<file path="config.mk">
export PLATFORM = sky130hd
export DESIGN_NAME = noc_credit_link_tx
export DESIGN_NICKNAME = d
export VERILOG_FILES = /design/src/rtl/noc_credit_link_tx.sv
export SDC_FILE = /design/constraint.sdc
export NUM_CORES = 1
export LEC_CHECK = 0
export ABC_AREA = 1
export CORE_MARGIN = 2
export CORE_UTILIZATION = 40
export DETAILED_ROUTE_END_ITERATION = 10
export PLACE_DENSITY = 0.87
export SKIP_CTS_REPAIR_TIMING = 1
export SYNTH_ARGS = -nofsm -noshare
export SYNTH_HDL_FRONTEND = slang
export SYNTH_SLANG_ARGS = --single-unit
</file>
<file path="constraint.sdc">
create_clock -name clk_noc -period 2.75 [get_ports clk_noc]
set_input_delay 0.275 -clock clk_noc [delete_from_list [all_inputs] [get_ports clk_noc]]
set_output_delay 0.275 -clock clk_noc [all_outputs]
set_load 0.02 [all_outputs]
</file>
<file path="src/rtl/noc_credit_link_tx.sv">
`default_nettype none
// ============================================================================
// Module  : noc_credit_link_tx
// Brief   : Credit-based flit transmitter with per-packet destination lock.
// Revision: 1.0
// ============================================================================
module noc_credit_link_tx #(
  parameter int FLIT_WIDTH        = 128,
  parameter int DEST_WIDTH        = 4,
  parameter int FLIT_BUFFER_DEPTH = 1,
  parameter int CREDIT_WIDTH      = $clog2(FLIT_BUFFER_DEPTH + 1)
) (
  input  logic                    clk_noc,
  input  logic                    rst_noc,
  input  logic                    in_valid,
  output logic                    in_ready,
  input  logic [FLIT_WIDTH-1:0]   in_data,
  input  logic [DEST_WIDTH-1:0]   in_dest,
  input  logic                    in_is_tail,
  output logic [FLIT_WIDTH-1:0]   data_out,
  output logic [DEST_WIDTH-1:0]   dest_out,
  output logic                    is_tail_out,
  output logic                    send_out,
  input  logic                    credit_in,
  output logic [CREDIT_WIDTH-1:0] credit_count,
  output logic                    pkt_active,
  output logic                    err_credit_overflow
);

  localparam logic [0:0] c_IDLE   = 1'b0;
  localparam logic [0:0] c_IN_PKT = 1'b1;
  localparam logic [CREDIT_WIDTH-1:0] c_MAX_CREDIT = CREDIT_WIDTH'(FLIT_BUFFER_DEPTH);
  localparam logic [CREDIT_WIDTH-1:0] c_ONE        = CREDIT_WIDTH'(1);

  logic [0:0]            r_state;
  logic [DEST_WIDTH-1:0] r_dest_lock;
  logic [CREDIT_WIDTH-1:0] r_credit;
  logic                  w_fire;
  logic                  w_ovf;

  assign in_ready     = (r_credit != '0) && !rst_noc;
  assign w_fire       = in_valid && in_ready;
  assign w_ovf        = credit_in && !w_fire && (r_credit == c_MAX_CREDIT);
  assign credit_count = r_credit;
  assign pkt_active   = (r_state == c_IN_PKT);

  // A returned credit that would exceed the buffer depth is dropped and flagged.
  always_ff @(posedge clk_noc or posedge rst_noc) begin
    if (rst_noc) begin
      r_credit            <= c_MAX_CREDIT;
      err_credit_overflow <= 1'b0;
    end else begin
      if (w_fire && !credit_in)
        r_credit <= r_credit - c_ONE;
      else if (credit_in && !w_fire && !w_ovf)
        r_credit <= r_credit + c_ONE;
      if (w_ovf)
        err_credit_overflow <= 1'b1;
    end
  end

  always_ff @(posedge clk_noc or posedge rst_noc) begin
    if (rst_noc) begin
      r_state     <= c_IDLE;
      r_dest_lock <= '0;
    end else if (w_fire) begin
      case (r_state)
        c_IDLE: begin
          if (!in_is_tail) begin
            r_state     <= c_IN_PKT;
            r_dest_lock <= in_dest;
          end
        end
        default: begin
          if (in_is_tail)
            r_state <= c_IDLE;
        end
      endcase
    end
  end

  // Body and tail flits reuse the head's destination.
  always_ff @(posedge clk_noc or posedge rst_noc) begin
    if (rst_noc) begin
      send_out    <= 1'b0;
      data_out    <= '0;
      dest_out    <= '0;
      is_tail_out <= 1'b0;
    end else begin
      send_out <= w_fire;
      if (w_fire) begin
        data_out    <= in_data;
        dest_out    <= (r_state == c_IN_PKT) ? r_dest_lock : in_dest;
        is_tail_out <= in_is_tail;
      end
    end
  end

endmodule
`default_nettype wire
</file>
Word-level counts from Yosys, hierarchy flattened. Cells that the tools add are included.

Input port bits: 137. Register bits: 141.

Bitwise operators: 2. Add/subtract/negate cells: 2. Muxes and demuxes: 4. Reduce and logical (&&, ||, !) cells: 12.

Operators with widths (count): logical AND 1 bit (6); logical NOT 1 bit (4); 2-to-1 mux 4 bit (1); 2-to-1 mux 1 bit (3); AND reduction 3 bit (1); NOT 1 bit (2); nonzero test 2 bit (1); adder 1 bit (second input constant) (1); subtractor 1 bit (second input constant) (1).

Depth between registers and ports, before layout. Gate-level depths: netlist of the first run.

Depth after elaboration: 10. Gate-level depth with buffers: 7.

Worst setup path before layout of the first run. Ideal clock, no wire load.

Path kind: in2reg. Start: input port rst_noc. End: register data_out[45]. Stages: 7. Data required time: 2.685 ns. Library setup time: 0.065 ns. Arrival time: 2.803 ns. Setup slack: -0.118 ns. Cell sequence: inv_2 nand2_1 nor2_4 buf_4 buf_6 nand2_1 nand2_1.

Word-level cells in the longest chain between the ends: 3.

Ends and longest elaborated chain: from (decl) (line 14) `input logic rst_noc,`; logical NOT 1 bit (no line); logical AND 1 bit (line 41) `assign in_ready = (r_credit != '0) && !rst_noc;`; logical AND 1 bit (line 42) `assign w_fire = in_valid && in_ready;`; to (signal assigned) (line 92) `data_out <= in_data;`; to (decl) (line 20) `output logic [FLIT_WIDTH-1:0] data_out,`.

No other way between the ends. A chain may end at the register's enable or synchronous reset.

Worst setup path in the final report of the first run.
Start: register r_credit (netlist: credit_count). End: output port in_ready.

Word-level cells in the longest chain between the ends: 1.

Ends and longest elaborated chain: from (decl) (line 37) `logic [CREDIT_WIDTH-1:0] r_credit;`; from (signal assigned) (line 50) `r_credit <= c_MAX_CREDIT;`; from (signal assigned) (line 54) `r_credit <= r_credit - c_ONE;`; from (signal assigned) (line 56) `r_credit <= r_credit + c_ONE;`; logical AND 1 bit (line 41); to (decl) (line 16) `output logic in_ready,`.

No other way between the ends.

==> summary.md, run 1 <==
| Metric | Value |
|---|---|
| Status | `finished clean` |
| Synthesized cell area | `between 5000 and 6000 um2` |
| Synth Warn # | `0` |
| Met1 Usage GRT | `0.262` |
| Maxcap violations | `0` |
| Vias per cell | `roughly 4.6` |
| Layout area overhead | `65.0%` |
| Seq/Total Area, Yosys | `0.655` |
| Routed Wire Length | `approximately 15 mm` |
| Hold Vio Cnt, Final | `0` |
| Nets | `roughly 1000` |
| Layout Skew | `around 0.0076 ns` |
| Routed length per placed instance | `approximately 14 um` |
| Leakage | `4.40 nW` |
| CTS tree | `done` |
| Setup TNS | `0 ns` |
| Minimum clock period | `2.16 ns` |
| Setup violators final | `0` |
| Congestion Overflow GR | `0` |
| Final Total Pwr | `approximately 6.8 mW` |
| Final routed DRC violation total | `0` |
| Setup ws final | `around 0.59 ns` |
| First DRT Iteration DRCs | `around 350` |
| HP Class | `in -> reg` |
| Routability Congestion | `0.765` |
| Post-Layout Cell Count | `around 1100` |
| RSZ-0062 raised after global routing | `false` |
| Mapped Cells | `between 600 and 700` |
| Nature of the critical path endpoint | `output pin` |
| Global-route wire length before repair | `roughly 24 mm` |
| Vias in the first global route | `around 4800` |
| Number of buffer and inverter stages on the critical path | `2` |
| Setup slack, reg-to-reg | `0.99 ns` |
| FF+latch count, synth | `roughly 140` |
| Initial antenna violation count | `0` |
| Placed cells | `approximately 1000` |
| H-tree lvl count | `4` |
| Mean Syn Cell Area | `just under 9 um2` |
| Met2 usage | `0.342` |
| Worst path top cell family by delay | `buffers and inverters` |
| Relative slew slack | `0.503` |
| CP max-delay cell | `clkdlybuf4s50_1` |
| Grt met3 use | `0.0760` |
| Most used routing layer in global routing | `met2` |
| Share of layout cells above drive strength 1 | `0.0461` |
| Critical Path Start Type | `register` |
| Synth Net Count | `around 750` |
| Hold slack | `just under 0.4 ns` |
| Largest net degree at the start of global routing | `roughly 140` |
| DRT Pass-1 Iters | `5` |
| VDD IR max | `about 0.00043 V` |
| Effective utilization at floorplan | `0.409` |
| Max frequency | `between 400 and 500 MHz` |
| CP Max Fanout | `7` |
| Clk sinks | `~140` |
| Final max-slew violation count | `0` |
| Largest stage delay on the critical path | `0.68 ns` |
| Die area | `14400 um2` |
| HPWL after DPL | `approximately 10 mm` |
| Max Buffers Root-to-Sink | `2` |
| Clock-pin slew on the worst setup and hold paths | `about 0.06 ns` |
| Die width | `~120 um` |
| Synth cell types | `17` |
| Total number of vias | `roughly 4900` |
| Crit share post-route | `0.785` |
| Worst slack, placed | `between 0.6 and 0.7 ns` |
| Worst path required time | `roughly 2.5 ns` |
| # port buffers | `roughly 270` |
| Pwr Density | `roughly 770 nW/um2` |
| Worst Path Arrival | `around 1.9 ns` |
| Critical path class | `reg -> out` |
| Core Area | `roughly 13000 um2` |
| Num ports | `between 200 and 300` |
| CTS root buffer | `clkbuf_16` |
| # rows | `42` |
| Slew at the pin closest to its max-slew limit | `about 0.75 ns` |
| Post-route ant nets | `0` |
| GRT Resource Usage Total | `0.215` |
| Clock Latency Late Sink | `slightly above 0.4 ns` |
| Die Height | `about 120 um` |
| Antenna cells | `0` |
| Crit-path cells | `inv_2 -> nor2_8 -> clkdlybuf4s50_1` |
| CTS Buf Count | `17` |
[flip-flops by register name (all words and copies together), names as in the netlist]
name / flops
credit_count: 1
data_out: 128
dest_out: 4
err_credit_overflow: 1
is_tail_out: 1
pkt_active: 1
r_dest_lock: 4
send_out: 1
[synthesized netlist by cell type]
master / instances / area, um2
buf_2: 15 / 75.1
buf_4: 2 / 15.0
dfstp_2: 1 / 26.3
nand2_4: 1 / 11.3
nand2_1: 420 / 1580
nor2_4: 1 / 11.3
o21bai_1: 1 / 7.51
inv_2: 3 / 11.3
nor2_8: 1 / 20.0
nand4_1: 4 / 25.0
nand3_1: 2 / 10.0
nor2_1: 1 / 3.75
buf_6: 4 / 45.0
inv_1: 3 / 11.3
dfrtp_1: 140 / 3500
clkbuf_1: 8 / 30.0
o21ai_0: 2 / 10.0
[through the flow]
stage	utilization	instance area (um2)
floorplan	-	5400
global placement	0.626	8260
detailed placement	0.626	8260
CTS	0.675	8900
global route	0.675	8900
finish	0.675	8900
[layout make-up]
cell class / instances / area (um2)
clock buffer: 22 / 474
clock inverter: 10 / 161
fill: 1003 / 4290
inverter: 6 / 27.5
multi-input combinational: 433 / 1680
sequential: 141 / 3530
tap: 176 / 220
timing repair buffer: 278 / 2810
[layer usage]
metal / wire length [um] / share of wire / vias up
met2: 7150 / 0.47 / 219
li1: - / - / 2365
met1: 6160 / 0.41 / 2272
met4: 375 / 0.025 / 0
met3: 1440 / 0.095 / 29
met5: 0 / 0 / -
[report_power, final]
group / total, mW / internal [mW] / leakage (nW) / switching [mW]
registers: 2.61 / 2.41 / 1.74 / 0.196
logic: 1.77 / 0.866 / 2.35 / 0.901
clock network: 2.43 / 1.59 / 0.302 / 0.843
[worst register-to-register path, delay by kind of cell, from the launching register on]
family | cells | cell delay [ns]
flip-flops | 1 | 0.58
buffers and inverters | 2 | 0.39
AND/OR/NAND/NOR | 4 | 0.67
[path summary, 6_finish.rpt]
| path | startpoint | end | depth (start not counted) |
|---|---|---|---|
| worst max register to register | credit_count | data_out[88] | 6 |
| min in group asynchronous | rst_noc | dest_out[1] | 3 |
| max in group asynchronous | rst_noc | data_out[100] | 3 |
| worst max-delay path | credit_count | in_ready | 3 |
| worst min register to register | err_credit_overflow | err_credit_overflow | 2 |
| worst min-delay path | in_data[17] | data_out[17] | 3 |
[kinds of logic (layout without fill, tap and decap cells)]
group                  Yosys count  after routing  share of synthesized area
AND/OR/NAND/NOR                430            430                      0.307
flip-flops                     141            141                      0.655
buffers and inverters           35            316                     0.0348
AO/OA/AOI/OAI                    3              3                    0.00325
[placed cells by master (no fill, tap or decap), types with 2 or more instances in the layout]
cell,synthesis,routed
bufinv_16,0,4
clkbuf_16,0,17
dfrtp_1,140,140
nand2_1,420,420
o21ai_0,2,2
clkinv_2,0,2
clkdlybuf4s50_1,0,274
inv_1,3,3
nand3_1,2,2
clkinvlp_4,0,3
clkbuf_1,8,2
nand4_1,4,4
inv_2,3,2
buf_12,0,3
clkbuf_8,0,3
(Power assumes the default switching activity.)
==> inputs of run 2 (changes only) <==
==> constraint.sdc (replaced) <==
create_clock -name clk_noc -period 2 [get_ports clk_noc]
set_input_delay 0.2 -clock clk_noc [delete_from_list [all_inputs] [get_ports clk_noc]]
set_output_delay 0.2 -clock clk_noc [all_outputs]
set_load 0.02 [all_outputs]
==> run 2 against run 1 <==
  * Die area is the same
  * Clock-buffer cell count shrank 3
  * Critical path depth shrank 2
  * Total power grew 36%
  * Global-route usage grew 0.25 points
  * Core utilization grew 0.085 points
  * Register-to-register slack lost 0.46 ns
  * Hold slack lost 0.076 ns
  * Sequential share of layout area shrank 0.050 points
  * Critical path type unchanged
  * Largest power group unchanged
==> summary.md, run 2 (same netlist as run 1, synthesis figures left out) <==
| Metric | Value |
|---|---|
| CTS tree | `done` |
| Max Buffers Root-to-Sink | `2` |
| First DRT Iteration DRCs | `approximately 230` |
| Largest stage delay on the critical path | `roughly 0.62 ns` |
| Maxcap violations | `0` |
| Layout area overhead | `65.2%` |
| Worst path top cell family by delay | `buffers and inverters` |
| Clock Latency Late Sink | `0.41 ns` |
| RSZ-0062 raised after global routing | `false` |
| Setup TNS | `0 ns` |
| Top Registers | `data_out: 128 flops, dest_out: 4 flops, r_dest_lock: 4 flops` |
| Pwr Density | `1040 nW/um2` |
| Setup slack, reg-to-reg | `roughly 0.53 ns` |
| Congestion Overflow GR | `0` |
| Final max-slew violation count | `0` |
| Minimum clock period | `1.80 ns` |
| Max frequency | `around 560 MHz` |
| Nets | `slightly above 1000` |
| Layout Skew | `0.00440 ns` |
| Slew at the pin closest to its max-slew limit | `approximately 0.75 ns` |
| Final routed DRC violation total | `0` |
| CTS root buffer | `clkbuf_16` |
| Global-route wire length before repair | `24.4 mm` |
| Antenna cells | `0` |
| Relative slew slack | `0.500` |
| Clock-pin slew on the worst setup and hold paths | `about 0.060 ns` |
| Worst path depth | `1` |
| Core Area | `between 10000 and 15000 um2` |
| CP max-delay cell | `clkdlybuf4s50_1` |
| Worst Path Arrival | `around 1.6 ns` |
| Share of layout cells above drive strength 1 | `0.0504` |
| Routed Wire Length | `15.3 mm` |
| GRT Resource Usage Total | `0.217` |
| Num ports | `about 280` |
| Nature of the critical path endpoint | `output pin` |
| CP Max Fanout | `4` |
| Crit. Startpoint | `credit_count` |
| Vias in the first global route | `approximately 5000` |
| DRT Pass-1 Iters | `5` |
| Number of buffer and inverter stages on the critical path | `1` |
| Final Total Pwr | `9.29 mW` |
| Critical Path Start Type | `register` |
| # rows | `42` |
| Die Height | `~120 um` |
| Leakage | `between 4 and 5 nW` |
| Setup violators final | `0` |
| Seq. cell area | `3530 um2` |
| HPWL after DPL | `10.5 mm` |
| FF-to-FF Start | `credit_count` |
| Total number of vias | `4856` |
| Die width | `120 um` |
| Multi-input gate area | `1680 um2` |
| Final Core Density | `0.675` |
| H-tree lvl count | `4` |
| Vias per cell | `around 4.5` |
| Critical path class | `reg -> out` |
| Placed cells | `approximately 1000` |
| Fillers | `between 1000 and 1500` |
| Hold Vio Cnt, Final | `0` |
| Clk sinks | `roughly 140` |
| Initial antenna violation count | `0` |
| Worst path required time | `between 1.5 and 2 ns` |
| # port buffers | `about 270` |
| Largest register FFs | `around 130` |
| Die area | `14400 um2` |
| Crit-path cells | `clkdlybuf4s50_1` |
| Post-Layout Cell Count | `about 1100` |
| Cell count of the worst reg-to-reg path | `6` |
| Routed length per placed instance | `between 10 and 15 um` |
| Routability Congestion | `slightly above 0.8` |
| Crit share post-route | `0.898` |
| Commonest non-fill, non-tap cell in the layout | `nand2_1` |
| VDD IR max | `about 0.00062 V` |
| Largest net degree at the start of global routing | `142` |
| Status | `finished clean` |
| FF-to-FF End | `data_out[36]` |
| HP Class | `in -> reg` |
| Effective utilization at floorplan | `0.409` |
| Biggest register | `data_out` |
| Commonest cells after routing, fill and taps aside | `420 x nand2_1, 273 x clkdlybuf4s50_1, 140 x dfrtp_1, 17 x clkbuf_16` |
| Post-route ant nets | `0` |
| Critical Path End | `credit_count` |
| CTS Buf Count | `17` |
## run 2: changes by cell type in the layout (fill, tap and decap cells not counted)
cell,change
buf_12,+1
clkbuf_1,-2
clkbuf_8,-1
clkinv_2,+1
clkdlybuf4s50_1,-1
dlymetal6s2s_1,+1
bufinv_16,-1
clkinv_4,+2
clkinvlp_4,-1
buf_4,+1
inv_6,+2
## run 2: worst min path at each step
stage                   startpoint                   to  depth (start not counted)
5_1_grt                in_data[98]         data_out[98]                          3
4_1_cts                in_data[21]         data_out[21]                          3
3_3_place_gp   err_credit_overflow  err_credit_overflow                          2
6_report               in_data[21]         data_out[21]                          3
2_1_floorplan           in_data[0]          data_out[0]                          2
3_5_place_dp         data_out[120]        data_out[120]                          2
## run 2: metal layers
metal | vias to the layer above | global-route usage | wire, um
li1 | 2380 | - | -
met1 | 2226 | 0.253 | 6100
met2 | 212 | 0.357 | 7270
met3 | 38 | 0.0832 | 1480
met4 | 0 | 0.0963 | 463
met5 | - | 0 | 0
## run 2: layout make-up
class	count	area share
Sequential cell	141	0.396
Multi-Input combinational cell	433	0.188
Timing Repair Buffer	280	0.319
Clock buffer	19	0.0508
Clock inverter	13	0.0184
Inverter	6	0.00309
Tap cell	176	0.0247
## run 2: stage by stage
step           setup WS [ns]  area [um2]  hold WS (ns)
2_1_floorplan          0.234        5400         0.310
3_3_place_gp           0.143        8290         0.450
3_5_place_dp           0.143        8290         0.464
4_1_cts              -0.0642        8910         0.296
5_1_grt                0.161        8910         0.304
6_report               0.203        8910         0.315
## run 2: power breakdown
group          internal, mW  switching (mW)
Sequential             3.32           0.259
Clock                  2.03            1.23
Combinational          1.20            1.25
==> inputs of run 3 (changes only) <==
--- a/config.mk
+++ b/config.mk
@@ -8,7 +8,9 @@
 export ABC_AREA = 1
 export CORE_MARGIN = 2
 export CORE_UTILIZATION = 40
+export CTS_BUF_LIST = sky130_fd_sc_hd__clkbuf_4 sky130_fd_sc_hd__clkbuf_8 sky130_fd_sc_hd__clkbuf_16
 export DETAILED_ROUTE_END_ITERATION = 10
+export GPL_TIMING_DRIVEN = 0
 export PLACE_DENSITY = 0.87
 export SKIP_CTS_REPAIR_TIMING = 1
 export SYNTH_ARGS = -nofsm -noshare
==> run 3 against run 2 <==
  * Via count increased by 3.1%
  * Hold slack got worse by 0.18 ns
  * Die area unchanged
  * Worst setup slack worse by 0.037 ns
  * Sequential power is essentially flat
  * Fmax is 2.0% lower
  * Wire length up 3.2%
  * Global-route usage up 0.98 points
  * Flip-flop and latch count stayed put
  * Sequential share of layout area decreased by 0.26 points
  * Critical endpoint unchanged
  * Largest cell class unchanged
  * Highest routed layer unchanged
==> summary.md, run 3 (same netlist as run 1, synthesis figures left out) <==
| Metric | Value |
|---|---|
| Status | `finished clean` |
| Largest stage delay on the critical path | `between 0.6 and 0.7 ns` |
| Max frequency | `around 550 MHz` |
| Commonest non-fill, non-tap cell in the layout | `nand2_1` |
| Total number of vias | `5008` |
| Final Total Pwr | `slightly above 9 mW` |
| Critical Path Start Type | `register` |
| Setup ws final | `0.166 ns` |
| # port buffers | `273` |
| Layout Skew | `approximately 0.0067 ns` |
| Worst slack, placed | `-1.10 ns` |
| Relative slew slack | `0.682` |
| Top Registers | `data_out: 128 flops, dest_out: 4 flops, r_dest_lock: 4 flops` |
| H-tree lvl count | `4` |
| Routability Congestion | `roughly 0.79` |
| Vias per cell | `between 4 and 5` |
| Post-route ant nets | `0` |
| Biggest register | `data_out` |
| Setup TNS | `0 ns` |
| Worst path required time | `approximately 1.8 ns` |
| Routed Wire Length | `~16 mm` |
| CP Max Fanout | `4` |
| HP Class | `in -> reg` |
| CTS tree | `done` |
| RSZ-0062 raised after global routing | `false` |
| Area post-placement | `roughly 8400 um2` |
| # rows | `42` |
| Nature of the critical path endpoint | `output pin` |
| Layout area overhead | `66.3%` |
| CTS Buf Count | `17` |
| Hold slack | `0.136 ns` |
| Leakage | `approximately 4.5 nW` |
| Core Area | `about 13000 um2` |
| DRT Pass-1 Iters | `4` |
| Number of buffer and inverter stages on the critical path | `1` |
| Final Core Density | `0.680` |
| Initial antenna violation count | `0` |
| Worst Path Arrival | `around 1.6 ns` |
| HPWL after DPL | `about 11 mm` |
| Critical path class | `reg -> out` |
| Largest register FFs | `around 130` |
| Setup violators final | `0` |
| Pwr Density | `about 1000 nW/um2` |
| Slew at the pin closest to its max-slew limit | `~0.48 ns` |
| Worst path top cell family by delay | `buffers and inverters` |
| GRT Resource Usage Total | `0.227` |
| Die Height | `120 um` |
| CP max-delay cell | `clkdlybuf4s50_1` |
| Effective utilization at floorplan | `0.409` |
| Final max-slew violation count | `0` |
| Largest net degree at the start of global routing | `143` |
| Crit-path cells | `clkdlybuf4s50_1` |
| Maxcap violations | `0` |
| VDD IR max | `0.000498 V` |
| Num ports | `~280` |
| Placed cells | `1058` |
| CTS root buffer | `clkbuf_16` |
| Global-route wire length before repair | `about 25 mm` |
| First DRT Iteration DRCs | `around 250` |
| Crit share post-route | `0.917` |
| Finished Cell Area | `roughly 9000 um2` |
| Final routed DRC violation total | `0` |
| Vias in the first global route | `5083` |
| Post-Layout Cell Count | `1091` |
| Fillers | `1022` |
| Hold Vio Cnt, Final | `0` |
| Clock Latency Late Sink | `about 0.42 ns` |
| Routed length per placed instance | `14.5 um` |
| Minimum clock period | `about 1.8 ns` |
| Clock-pin slew on the worst setup and hold paths | `roughly 0.06 ns` |
| Congestion Overflow GR | `0` |
| Antenna cells | `0` |
| Commonest cells after routing, fill and taps aside | `420 x nand2_1, 272 x clkdlybuf4s50_1, 140 x dfrtp_1, 17 x clkbuf_16, 15 x buf_2` |
| Max Buffers Root-to-Sink | `2` |
| Clk sinks | `~140` |
| Die width | `about 120 um` |
| Die area | `roughly 14000 um2` |
| Share of layout cells above drive strength 1 | `0.0667` |
| Nets | `~1000` |
## run 3: cell count changes in the layout (fill, tap and decap cells not counted), moves of 3 or more
cell        before  now
clkbuf_1         0    8
buf_2            0   15
buf_12           4    0
buf_6            0    4
clkinv_4         3    0
clkinvlp_4       2    5
## run 3: cell type report
| type | count | area (um2) | share of cell area |
|---|---|---|---|
| Sequential cell | 141 | 3530 | 0.394 |
| Timing Repair Buffer | 274 | 2760 | 0.308 |
| Multi-Input combinational cell | 433 | 1680 | 0.187 |
| Clock buffer | 19 | 447 | 0.0498 |
| Tap cell | 176 | 220 | 0.0246 |
| Buffer | 29 | 165 | 0.0184 |
| Clock inverter | 13 | 139 | 0.0155 |
| Inverter | 6 | 30.0 | 0.00335 |
## run 3: routing by layer
| metal | GRT usage | vias to the layer above | share of wire |
|---|---|---|---|
| met5 | 0 | - | 0 |
| met4 | 0.0949 | 0 | 0.024 |
| met3 | 0.0837 | 26 | 0.095 |
| met2 | 0.384 | 214 | 0.48 |
| met1 | 0.260 | 2348 | 0.40 |
| li1 | - | 2420 | - |
## run 3: worst reg2reg max path, delay by kind of cell, from the launching register on
family | cells | cell delay [ns]
buf+inv | 3 | 0.48
flops | 1 | 0.56
simple gates | 4 | 0.39
## run 3: power by group
| part | total, mW | internal, mW | switching, mW |
|---|---|---|---|
| logic | 2.46 | 1.21 | 1.25 |
| registers | 3.59 | 3.32 | 0.269 |
| clock network | 3.10 | 1.88 | 1.22 |
| total | 9.15 | 6.41 | 2.74 |
## run 3: path summary, 6_finish.rpt
path | start | endpoint | cells after the start | slack (ns)
hold reg to reg | r_dest_lock[0] | r_dest_lock[0] | 2 | 0.47
hold / removal | in_valid | r_dest_lock[2] | 3 | 0.14
min in group asynchronous | rst_noc | data_out[33] | 2 | 0.34
setup reg to reg | credit_count | data_out[66] | 7 | 0.45
max in group asynchronous | rst_noc | data_out[91] | 3 | 0.91
setup / recovery | credit_count | credit_count | 1 | 0.17
